`config.mk`:
```
export PLATFORM = sky130hd
export DESIGN_NAME = led_run_ctrl_flat
export DESIGN_NICKNAME = d
export VERILOG_FILES = /design/src/rtl/led_run_pkg.sv /design/src/rtl/led_run_ctrl_if.sv /design/src/rtl/key_debounce.sv /design/src/rtl/led_run_ctrl.sv /design/src/flat_wrapper.sv
export SDC_FILE = /design/constraint.sdc
export NUM_CORES = 1
export LEC_CHECK = 0
export ABC_AREA = 0
export BUFFER_PORTS_ARGS = -buffer_cell sky130_fd_sc_hd__buf_2
export CAP_MARGIN = 20
export CORE_MARGIN = 1.5
export CORE_UTILIZATION = 35
export DETAILED_ROUTE_END_ITERATION = 12
export PLACE_DENSITY = 0.53
export SETUP_SLACK_MARGIN = 0.2
export SYNTH_ARGS = -nofsm -noshare
export SYNTH_HDL_FRONTEND = slang
export SYNTH_SLANG_ARGS = --single-unit
```
`constraint.sdc`:
```
create_clock -name clk -period 4.47 [get_ports clk]
set_input_delay 0.6705 -clock clk [delete_from_list [all_inputs] [get_ports clk]]
set_output_delay 0.6705 -clock clk [all_outputs]
set_load 0.03 [all_outputs]
```
`src/rtl/led_run_pkg.sv`:
```
// led_run_pkg: shared FSM encoding, widths and default timing for the LED run controller
package led_run_pkg;
   typedef enum logic [1:0] {IDLE = 2'd0, RUN = 2'd1, PAUSE = 2'd2} state_e;
   localparam int SPEED_W      = 2;
   localparam int DEB_CYC_DEF  = 20;
   localparam int BASE_DIV_DEF = 50;
endpackage

```
`src/rtl/led_run_ctrl_if.sv`:
```
// led_run_ctrl_if: raw keys in, runner control out
interface led_run_ctrl_if;
   import led_run_pkg::*;
   logic               key_start_n;
   logic               key_dir_n;
   logic               key_speed_n;
   logic               step_en;
   logic               mode;
   logic [SPEED_W-1:0] speed;
   logic               running;
   modport master (output key_start_n, key_dir_n, key_speed_n, input step_en, mode, speed, running);
   modport slave  (input key_start_n, key_dir_n, key_speed_n, output step_en, mode, speed, running);
endinterface

```
`src/rtl/key_debounce.sv`:
```
// key_debounce: synchronize a raw active-low key, debounce it and emit a one-cycle press pulse
module key_debounce #(
   parameter int DEB_CYC = 20
) (
   input  logic clk,
   input  logic rst_n,
   input  logic key_n,
   output logic press
);
   localparam int CW = $clog2(DEB_CYC + 1);
   logic [1:0]    sync_q, sync_d;
   logic [CW-1:0] cnt_q, cnt_d;
   logic          level_q, level_d, press_q, press_d, diff, last;
   // stability counter runs only while the synchronized key disagrees with the accepted level
   always_comb begin
      sync_d  = {sync_q[0], key_n};
      diff    = sync_q[1] ^ level_q;
      last    = cnt_q == CW'(DEB_CYC - 1);
      level_d = level_q ^ (diff & last);
      cnt_d   = (diff && !last) ? cnt_q + 1'b1 : '0;
      press_d = level_q & ~level_d;
   end
   // synchronizer and level preset high so a key held through reset is still seen as a fresh press
   always_ff @(posedge clk or negedge rst_n) begin
      if (!rst_n) begin
         sync_q  <= 2'b11;
         cnt_q   <= '0;
         level_q <= 1'b1;
         press_q <= 1'b0;
      end else begin
         sync_q  <= sync_d;
         cnt_q   <= cnt_d;
         level_q <= level_d;
         press_q <= press_d;
      end
   end
   assign press = press_q;
endmodule

```
`src/rtl/led_run_ctrl.sv`:
```
// led_run_ctrl: start/pause FSM, direction and speed control, and step prescaler for an LED runner
module led_run_ctrl
   import led_run_pkg::*;
#(
   parameter int DEB_CYC  = DEB_CYC_DEF,
   parameter int BASE_DIV = BASE_DIV_DEF
) (
   input logic           clk,
   input logic           rst_n,
   led_run_ctrl_if.slave bus
);
   localparam int PW = $clog2((BASE_DIV << 3) + 1);
   state_e             state_q, state_d;
   logic [PW-1:0]      pre_q, pre_d, period_m1;
   logic [SPEED_W-1:0] speed_q, speed_d;
   logic               mode_q, mode_d, step_q, step_d, run_q, run_d;
   logic               start_p, dir_p, speed_p, cnt_en, tc;

   key_debounce #(.DEB_CYC(DEB_CYC)) u_start (.clk(clk), .rst_n(rst_n), .key_n(bus.key_start_n), .press(start_p));
   key_debounce #(.DEB_CYC(DEB_CYC)) u_dir   (.clk(clk), .rst_n(rst_n), .key_n(bus.key_dir_n),   .press(dir_p));
   key_debounce #(.DEB_CYC(DEB_CYC)) u_speed (.clk(clk), .rst_n(rst_n), .key_n(bus.key_speed_n), .press(speed_p));

   // next state and prescaler; counting is frozen on the edge that leaves or enters RUN, and a speed press beats terminal count
   always_comb begin
      state_d   = !start_p ? state_q : (state_q == RUN) ? PAUSE : RUN;
      period_m1 = (PW'(BASE_DIV) << speed_q) - 1'b1;
      cnt_en    = (state_q == RUN) && (state_d == RUN);
      tc        = pre_q == period_m1;
      step_d    = cnt_en && tc && !speed_p;
      pre_d     = speed_p ? '0 : !cnt_en ? pre_q : tc ? '0 : pre_q + 1'b1;
      speed_d   = speed_q + SPEED_W'(speed_p);
      mode_d    = mode_q ^ dir_p;
      run_d     = state_d == RUN;
   end
   // all control state and outputs registered
   always_ff @(posedge clk or negedge rst_n) begin
      if (!rst_n) begin
         state_q <= IDLE;
         pre_q   <= '0;
         speed_q <= '0;
         mode_q  <= 1'b0;
         step_q  <= 1'b0;
         run_q   <= 1'b0;
      end else begin
         state_q <= state_d;
         pre_q   <= pre_d;
         speed_q <= speed_d;
         mode_q  <= mode_d;
         step_q  <= step_d;
         run_q   <= run_d;
      end
   end

   assign bus.step_en = step_q;
   assign bus.mode    = mode_q;
   assign bus.speed   = speed_q;
   assign bus.running = run_q;
endmodule

```
`src/flat_wrapper.sv`:
```
// flat-port wrapper written by rule: the top's interface ports become plain ports
module led_run_ctrl_flat import led_run_pkg::*;
#(
   parameter int DEB_CYC  = DEB_CYC_DEF,
   parameter int BASE_DIV = BASE_DIV_DEF
)
  (clk, rst_n, bus_key_start_n, bus_key_dir_n, bus_key_speed_n, bus_step_en, bus_mode, bus_speed, bus_running);
  led_run_ctrl_if bus_i ();
  input logic clk;
  input logic rst_n;
  input wire logic [$bits(bus_i.key_start_n)-1:0] bus_key_start_n;
  input wire logic [$bits(bus_i.key_dir_n)-1:0] bus_key_dir_n;
  input wire logic [$bits(bus_i.key_speed_n)-1:0] bus_key_speed_n;
  output wire logic [$bits(bus_i.step_en)-1:0] bus_step_en;
  output wire logic [$bits(bus_i.mode)-1:0] bus_mode;
  output wire logic [$bits(bus_i.speed)-1:0] bus_speed;
  output wire logic [$bits(bus_i.running)-1:0] bus_running;
  assign bus_i.key_start_n = bus_key_start_n;
  assign bus_i.key_dir_n = bus_key_dir_n;
  assign bus_i.key_speed_n = bus_key_speed_n;
  assign bus_step_en = bus_i.step_en;
  assign bus_mode = bus_i.mode;
  assign bus_speed = bus_i.speed;
  assign bus_running = bus_i.running;
  led_run_ctrl #(.DEB_CYC(DEB_CYC), .BASE_DIV(BASE_DIV)) u_core (.clk(clk), .rst_n(rst_n), .bus(bus_i));
endmodule
```
Yosys cells after proc, flatten, opt, wreduce, memory -nomap -nowiden:

Index checks and enable logic that the tools add are counted.

* latch bits: 0
* register bits: 43
* bits in writable memories: 0
* memories: 0
* bits in read-only memories: 0
* logic and storage cells: 66

* shift operators: 1
* multiply operators: 0
* add/subtract/negate cells: 6
* muxes and demuxes: 8
* reductions and logical operators: 11
* bitwise operators: 16
* div/mod/pow operators: 0
* order comparisons: 0
* eq/ne operators: 6

Operators by type and width (count)
* 9-bit 2-to-1 mux: 3
* 5-bit by 1-bit adder with 5-bit output, second input constant: 3
* 5-bit equality test, second input constant: 3
* 5-bit 2-to-1 mux: 3
* 9-bit by 1-bit adder with 9-bit output, second input constant: 1
* 9-bit equality test: 1
* 6-bit by 2-bit left shift with 9-bit output, first input constant: 1
* 9-bit by 1-bit subtractor with 9-bit output, second input constant: 1
* 1-bit bitwise XOR: 7
* 1-bit bitwise AND: 6
* 1-bit logical AND: 6
* 2-bit by 1-bit equality test with 1-bit output, second input constant: 2
* 1-bit logical NOT: 4
* 2-bit 2-to-1 mux: 2
* 1-bit NOT: 3
* 2-bit by 1-bit adder with 2-bit output: 1
* 2-bit nonzero test: 1

Logic depth before layout (Yosys ltp):

Gate-level depths: netlist (run 1).

* depth after elaboration: 7
* mapped depth: 8
* gate-level depth less buffers: 8

By module:

A second synthesis (run 1) with hierarchy kept.

* cells, all modules: 152
* area total of the unflattened synthesis: 1906.8 µm²

By module, submodules not included
* key_debounce: times used 3, sequential area each 229.0 µm², area each 362.8 µm², cells an instance 25
* led_run_ctrl: times used 1, sequential area each 400.4 µm², area each 818.3 µm², cells an instance 77

Worst setup path before layout (run 1):

Ideal clock, no wire load.

* path type: register -> register
* from: register u_core.speed_q[1] (netlist: u_core.bus.speed[1])
* to: register u_core.pre_q[4]
* data arrival time: 1893 ps
* setup time: 154 ps
* buffers on the path: 0
* period minus slack after synthesis: 2047 ps
* slack: 2423 ps
* data required time: 4316 ps
* cell stages (with the launch flop): 9
* path through: dfrtp_1 -> inv_1 -> ha_1 -> inv_1 -> ha_1 -> xor2_1 -> o2111ai_1 -> nor2_1 -> a211oi_1

* cells in the longest elaborated chain, start to end: 6

Ends and longest elaborated chain
* start: declaration: RTL line led_run_ctrl.sv:15 `logic [SPEED_W-1:0] speed_q, speed_d;`
* start signal: assignment: RTL line led_run_ctrl.sv:47 `speed_q <= speed_d;`
* 6-bit by 2-bit left shift with 9-bit output: RTL line led_run_ctrl.sv:26 `period_m1 = (PW'(BASE_DIV) << speed_q) - 1'b1;`
* 9-bit by 1-bit subtractor with 9-bit output: RTL line led_run_ctrl.sv:26
* 9-bit equality test: RTL line led_run_ctrl.sv:28 `tc = pre_q == period_m1;`
* 9-bit 2-to-1 mux (3 in a row): RTL line led_run_ctrl.sv:30 `pre_d = speed_p ? '0 : !cnt_en ? pre_q : tc ? '0 : pre_q + 1'b1;`
* end signal: assignment: RTL line led_run_ctrl.sv:46 `pre_q <= pre_d;`
* end: declaration: RTL line led_run_ctrl.sv:14 `logic [PW-1:0] pre_q, pre_d, period_m1;`

Every way passes these cells. The select of a mux whose other input is x is not followed.
A chain may end at the register's enable or synchronous reset.

Worst setup path in the final report (run 1):

* from: register u_core.speed_q[1] (netlist: u_core.bus.speed[1])
* to: register u_core.pre_q[6]

Same word-level chain as after synthesis.

==> impl_metrics.py, run 1 <==
metrics = {
    "pwr": {
        "pwr-share-clk_pct": 34.7,
        "powerDensity_nw_per_um2": 305.3,
        "switching_power_uw": 139.0,
        "p_seq_share_pct": 61.8,
        "ir_drop_v": 0.0001741,
        "leakagePower_uw": 0.0009726,
        "swShare_pct": 21.09,
        "combPwrFrac_pct": 3.5,
        "internal_power_uw": 520.0,
    },
    "yosys": {
        "ys_top_cells_by_area": "dfrtp_1 (43%), dfstp_2 (12%), ha_1 (6.4%), xor2_1 (6.3%), xnor2_1 (3.6%)",
        "synthTopCellsByCount": "dfrtp_1 (34), nor2_1 (18), xor2_1 (14)",
        "syn_nets": 187,
        "synth_top_cell_area_share_pct": 43.40,
        "synth_most_common_cell": "dfrtp_1",
        "synth_flop_cell": "dfrtp_1",
        "ys_ff_latch": 43,
        "ys_seq_area_share_pct": 55.46,
        "yosysUniqueCellTypes": 30,
        "syn-cell-area_sq_um": 1961,
        "synth-edff-count": 0,
        "yosys_warnings": 0,
        "synth_largest_area_cell": "dfrtp_1",
        "synth_cells": 172,
        "synth.avg_cell_area_sq_um": 11.40,
        "synthArstFlopShare_pct": 100.0,
    },
    "timing": {
        "setup_violations": 0,
        "tightest_slew_ns": 0.9312,
        "fin_skew_ns": 0.004266,
        "fin_crit_ns": 2.168,
        "hold_viol": 0,
        "tns_ns": 0,
        "relSlewSlack_pct": 37.92,
        "maxSlewViolCount": 0,
        "period_share_pct": 48.50,
        "clock.fmax_mhz": 461.3,
        "rsz0062_at_grt": "no",
    },
    "clock_network": {
        "clk_path_buf_depth": 2,
        "cts_tree": "done",
        "post_cts_buffers": 0,
        "cts.clk_slew.worst_paths_ns": 0.08,
        "h-tree-depth": 2,
        "clock_sinks": 43,
        "postCtsHoldBufs": 0,
        "cts_resized": 0,
        "cts_buffers": 5,
        "cts-root-buf": "clkbuf_8",
        "worst_skew_pair.late_latency_ns": 0.28,
    },
    "final_layout": {
        "antenna_cells": 0,
        "fillers": 540,
        "nets": 199,
        "syn2layout_area_growth_pct": 10.08,
        "multi_input_area_sq_um": 825.8,
        "drive_above_1_share_pct": 15.68,
        "seqCellArea_sq_um": 1087,
        "final_core_utilization_pct": 39.68,
    },
    "global_routing": {
        "antenna_found_initial": 0,
        "grt-ovfl-total": 0,
        "grt_max_degree": 44,
        "grt_usage_pct": 12.34,
        "grt_pass1_wl_mm": 5.768,
        "first_global_vias": 1285,
    },
    "critical_path": {
        "crit_fanout": 8,
        "arrival_ns": 2.30,
        "path_class": "flip-flop to flip-flop",
        "crit_required_ns": 4.60,
        "rr_endpoint": "u_core.pre_q[6]$_DFFE_PN0P_",
        "start_kind": "flip-flop",
        "critPathCaptureType": "flip-flop",
        "timing.rr.start": "u_core.bus.speed[1]$_DFF_PN0_",
        "regToRegSetupSlack_ns": 2.30,
        "r2r_cells": 8,
    },
    "place": {
        "place_congestion": 0.7939,
        "numPortBuffers": 9,
        "detailed_place_hpwl_mm": 2.205,
    },
    "status": {
        "status": "finished clean",
    },
    "floorplanning": {
        "die_y_um": 77.85,
        "coreArea_sq_um": 5439,
        "ios": 10,
        "initial_core_util_pct": 36.05,
        "rows": 27,
        "die-area_sq_um": 6060,
        "fp.dieW_um": 77.85,
    },
    "routing": {
        "drtIter0Drc": 52,
        "drt_pass1_iterations": 4,
        "routedWlPerCell_um": 12.48,
        "viasPerCell": 4.875,
        "drc": 0,
        "ant_nets": 0,
        "vias": 1253,
        "wl_mm": 3.207,
    },
    "worst_hold_path": {
        "min-delay-start": "u_core.u_speed.sync_q[0]$_DFF_PN1_",
        "whs_path_depth": 0,
        "hold_path_end": "u_core.u_speed.sync_q[1]$_DFF_PN1_",
        "hold_class": "flip-flop to flip-flop",
    },
    "job": {
        "maxCapViolCount": 0,
    },
}
[layout make-up]
cell class,count,share of cell area (%)
Clock buffer,8,3.710
Inverter,8,1.391
Multi-Input combinational cell,117,38.26
Sequential cell,43,50.38
Tap cell,72,4.174
Timing Repair Buffer,9,2.087
[flip-flops by register name (all words and copies together) (netlist names), 2 cells and up]
register,flops
u_core.u_dir.cnt_q,5
u_core.u_start.sync_q,2
u_core.u_speed.sync_q,2
u_core.u_start.cnt_q,5
u_core.pre_q,9
u_core.u_dir.sync_q,2
u_core.state_q,2
u_core.bus.speed,2
u_core.u_speed.cnt_q,5
[worst max-delay path by stage]
stage / from / to / slack, ns / cells after the start
after floorplan: u_core.bus.speed[1]$_DFF_PN0_ / u_core.pre_q[4]$_DFFE_PN0P_ / 2.42 / 8
after global placement: u_core.bus.speed[1]$_DFF_PN0_ / u_core.pre_q[4]$_DFFE_PN0P_ / 2.43 / 8
after detailed placement: u_core.bus.speed[1]$_DFF_PN0_ / u_core.pre_q[6]$_DFFE_PN0P_ / 2.30 / 8
after CTS: u_core.bus.speed[1]$_DFF_PN0_ / u_core.pre_q[6]$_DFFE_PN0P_ / 2.28 / 8
after global routing: u_core.bus.speed[1]$_DFF_PN0_ / u_core.pre_q[6]$_DFFE_PN0P_ / 2.04 / 8
final: u_core.bus.speed[1]$_DFF_PN0_ / u_core.pre_q[6]$_DFFE_PN0P_ / 2.30 / 8
[power groups by stage]
stage,clock (uW),sequential [uW],combinational [uW]
2_1_floorplan,0,413,12.1
3_3_place_gp,0,414,22.7
3_5_place_dp,0,415,23.7
4_1_cts,246,407,24.0
5_1_grt,261,408,27.5
6_report,229,407,22.9
[layout by cell type (no fill, tap or decap), types with 4 or more instances in the layout]
master	count
ha_1	10
nand3_1	12
buf_2	9
and3_1	4
dfstp_2	9
dfrtp_1	34
nor3b_1	6
clkbuf_8	5
nor2_1	18
nand2_1	10
inv_1	8
xnor2_1	8
xor2_1	14
a21oi_1	4
[through the flow]
stage | std cells | hold slack (ns) | setup slack, ns | power [uW] | instance area (sq um)
2_1_floorplan | 172 | 0.3452 | 2.423 | 425.3 | 1961
4_1_cts | 257 | 0.3587 | 2.277 | 677.1 | 2158
3_5_place_dp | 249 | 0.3478 | 2.297 | 438.2 | 2078
6_report | 257 | 0.3571 | 2.302 | 658.9 | 2158
5_1_grt | 257 | 0.3619 | 2.038 | 696.8 | 2158
3_3_place_gp | 249 | 0.3463 | 2.433 | 436.7 | 2078
[metal layers]
layer	wire length [um]	GRT usage, %
met5	0	0
met4	55	6.364
met3	123	3.647
met2	1582	19.83
met1	1446	14.89
[logic make-up (layout without fill, tap and decap cells)]
logic type,Yosys count,in the layout,synth area share [%]
xor+xnor,22,22,9.828
buf+inv,12,25,2.425
mux,3,3,1.723
fa+ha+maj,10,10,6.382
flops,43,43,55.46
compound gates,23,23,9.062
simple gates,59,59,15.12
[worst max-delay path, stage by stage (launching register included)]
cell,delay (ns)
dfrtp_1,0.45
inv_1,0.13
ha_1,0.20
inv_1,0.06
ha_1,0.30
xor2_1,0.14
o2111ai_1,0.33
nor2_1,0.30
a211oi_1,0.11
Note: power is estimated with default switching activity, not from simulation.
==> inputs of run 2 (changes only) <==
ABC_AREA = 1   (was 0)
PLACE_DENSITY = 0.55   (was 0.53)
clock period = 1.85 ns   (was 4.47 ns; I/O delays follow)
==> run 2 against run 1 <==
  * Flip-flop and latch count unchanged
  * Global-route usage is 0.57 points lower
  * Sequential share of layout area down 3.3 points
  * Synthesized cell count grew 26%
  * Setup slack lost 2.1 ns
  * Synthesized area up 1.6%
  * Clock-buffer cell count down 1
  * Core utilization grew 2.3 points
  * Combinational power grew to 2.9 times the previous value
  * Via count up 10%
  * Final cell count is 21% higher
==> impl_metrics.py, run 2 <==
metrics = {
    "critical_path": {
        "crit_fanout": 6,
        "r2r_cells": 9,
        "arrival_ns": 1.81,
        "critPathCaptureType": "flip-flop",
        "path_class": "flip-flop to flip-flop",
        "timing.rr.start": "u_core.bus.speed[0]$_DFF_PN0_",
        "rr_endpoint": "u_core.pre_q[6]$_DFFE_PN0P_",
        "start_kind": "flip-flop",
        "crit_required_ns": 2.02,
        "regToRegSetupSlack_ns": 0.21,
    },
    "job": {
        "maxCapViolCount": 0,
    },
    "routing": {
        "drtIter0Drc": 42,
        "vias": 1381,
        "wl_mm": 3.168,
        "ant_nets": 0,
        "viasPerCell": 4.455,
        "drt_pass1_iterations": 4,
        "routedWlPerCell_um": 10.22,
        "drc": 0,
    },
    "final_layout": {
        "final_cell_mix": "nand2_1 (39), nor2_1 (33), dfrtp_1 (32)",
        "largest_reg_flops": 9,
        "antenna_cells": 0,
        "nets": 252,
        "syn2layout_area_growth_pct": 16.14,
        "final_common_cell": "nand2_1",
        "fillers": 541,
        "regMostFlops": "u_core.pre_q",
        "final_core_utilization_pct": 42.01,
        "drive_above_1_share_pct": 21.43,
    },
    "yosys": {
        "synth_most_common_cell": "nand2_1",
        "ys_top_cells_by_area": "dfrtp_1 (43%), dfstp_2 (12%), nand2_1 (7.3%), ha_1 (6.3%), nor2_1 (6.2%)",
        "synth-edff-count": 0,
        "ys_seq_area_share_pct": 54.59,
        "yosysUniqueCellTypes": 24,
        "yosys_warnings": 0,
        "ys_ff_latch": 43,
        "synth_largest_area_cell": "dfrtp_1",
        "syn_nets": 232,
        "synth_cells": 217,
        "synth_top_cell_area_share_pct": 42.71,
        "syn-cell-area_sq_um": 1992,
        "synth_flop_cell": "dfrtp_1",
        "synthArstFlopShare_pct": 100.0,
        "synth.avg_cell_area_sq_um": 9.179,
        "synthTopCellsByCount": "nand2_1 (39), dfrtp_1 (34), nor2_1 (33)",
    },
    "timing": {
        "fin_crit_ns": 1.636,
        "maxSlewViolCount": 0,
        "period_share_pct": 88.41,
        "hold_viol": 0,
        "fin_skew_ns": 0.005200,
        "tns_ns": 0,
        "relSlewSlack_pct": 60.79,
        "clock.fmax_mhz": 611.4,
        "tightest_slew_ns": 0.5821,
        "setup_violations": 0,
        "rsz0062_at_grt": "yes",
    },
    "floorplanning": {
        "die-area_sq_um": 6153,
        "coreArea_sq_um": 5507,
        "ios": 10,
        "rows": 27,
        "die_y_um": 78.44,
        "fp.dieW_um": 78.44,
        "initial_core_util_pct": 36.17,
    },
    "clock_network": {
        "cts_buffers": 5,
        "postCtsHoldBufs": 0,
        "clock_sinks": 43,
        "cts_tree": "done",
        "clk_path_buf_depth": 2,
        "cts-root-buf": "clkbuf_8",
        "cts.clk_slew.worst_paths_ns": 0.08,
        "worst_skew_pair.late_latency_ns": 0.29,
        "h-tree-depth": 2,
    },
    "status": {
        "status": "finished clean",
    },
    "global_routing": {
        "grt-ovfl-total": 0,
        "grt_pass1_wl_mm": 5.658,
        "grt_max_degree": 44,
        "first_global_vias": 1308,
        "grt_usage_pct": 11.77,
        "antenna_found_initial": 0,
    },
    "place": {
        "place_congestion": 0.7813,
        "detailed_place_hpwl_mm": 2.186,
        "numPortBuffers": 9,
    },
    "pwr": {
        "leakagePower_uw": 0.001094,
        "ir_drop_v": 0.0004665,
        "powerDensity_nw_per_um2": 731.4,
    },
    "worst_hold_path": {
        "hold_class": "input port to async pin",
    },
}
run 2: cell count changes after synthesis, moves of 4 or more:
cell and change:
xor2_1 -4, nand2_1 +29, a21oi_1 +5, nor3b_1 -6, inv_1 +19, o21ai_0 +4, and3_1 -4, xnor2_1 -4
nor2_1 +15
run 2: kinds of logic after synthesis:
logic type / share of synthesized area (%)
AOI/OAI and AO/OA: 5.088
xor gates and xnor gates: 6.155
adders and majority gates: 6.281
buffers and inverters: 5.527
DFF: 54.59
and+or+nand+nor: 22.36
run 2: per-stage QoR:
stage,std cells,power [uW],hold slack (ns),instance area (sq um),worst slack [ns]
finish,310,1692,0.04788,2313,0.2143
global placement,298,1067,0.3468,2172,0.2050
detailed placement,298,1069,0.3469,2172,0.1846
floorplan,217,1035,-0.01809,2034,0.2060
CTS,307,1733,0.06133,2288,0.2118
global route,310,1790,0.05789,2313,0.1125
run 2: repair_timing:
item	in CTS	in global routing
resized for setup	1	2
gates cloned	0	0
setup endpoints to repair	6	9
setup buffers	1	3
endpoints found under the hold margin	0	0
pin swaps	1	5
run 2: area by class of cell:
cell class	instances	area (sq um)	area share (%)
well taps	72	90.09	3.894
clock buffers	7	96.34	4.164
clock inverters	1	7.507	0.3245
multi-input cells	145	839.6	36.29
repair buffers	14	82.58	3.569
inverters	28	107.6	4.651
flip-flops and latches	43	1090	47.11
run 2: critical path, cell delays in order, from the launching register on:
cell and delay [ns]:
dfrtp_2 0.45, inv_2 0.09, ha_4 0.14, inv_2 0.04, ha_4 0.20, xnor2_1 0.11
nor2_1 0.12, nand3_2 0.15, nand2_4 0.14, a21oi_1 0.07
run 2: how the worst max path moves through the flow:
| stage | from | endpoint | slack (ns) | depth (start not counted) |
|---|---|---|---|---|
| 6_report | u_core.bus.speed[0]$_DFF_PN0_ | u_core.pre_q[6]$_DFFE_PN0P_ | 0.21 | 9 |
| 3_5_place_dp | u_core.bus.speed[1]$_DFF_PN0_ | u_core.pre_q[2]$_DFFE_PN0P_ | 0.18 | 9 |
| 4_1_cts | u_core.bus.speed[0]$_DFF_PN0_ | u_core.pre_q[6]$_DFFE_PN0P_ | 0.21 | 9 |
| 5_1_grt | u_core.bus.speed[0]$_DFF_PN0_ | u_core.pre_q[6]$_DFFE_PN0P_ | 0.11 | 9 |
| 3_3_place_gp | u_core.bus.speed[1]$_DFF_PN0_ | u_core.pre_q[2]$_DFFE_PN0P_ | 0.20 | 9 |
| 2_1_floorplan | u_core.bus.speed[1]$_DFF_PN0_ | u_core.pre_q[2]$_DFFE_PN0P_ | 0.21 | 9 |
run 2: power breakdown:
part	leakage [uW]	internal [uW]	switching [uW]
Sequential	0.000558	968	15.1
Clock	0.0000505	339	304
Combinational	0.000486	23.6	42.4
Total	0.00109	1330	361
run 2: per-layer routing:
metal,GRT usage (%),vias up,routed length (um)
met4,5.357,0,59
met3,3.488,6,81
li1,-,724,-
met5,0,-,0
met2,17.57,12,1345
met1,15.69,639,1682
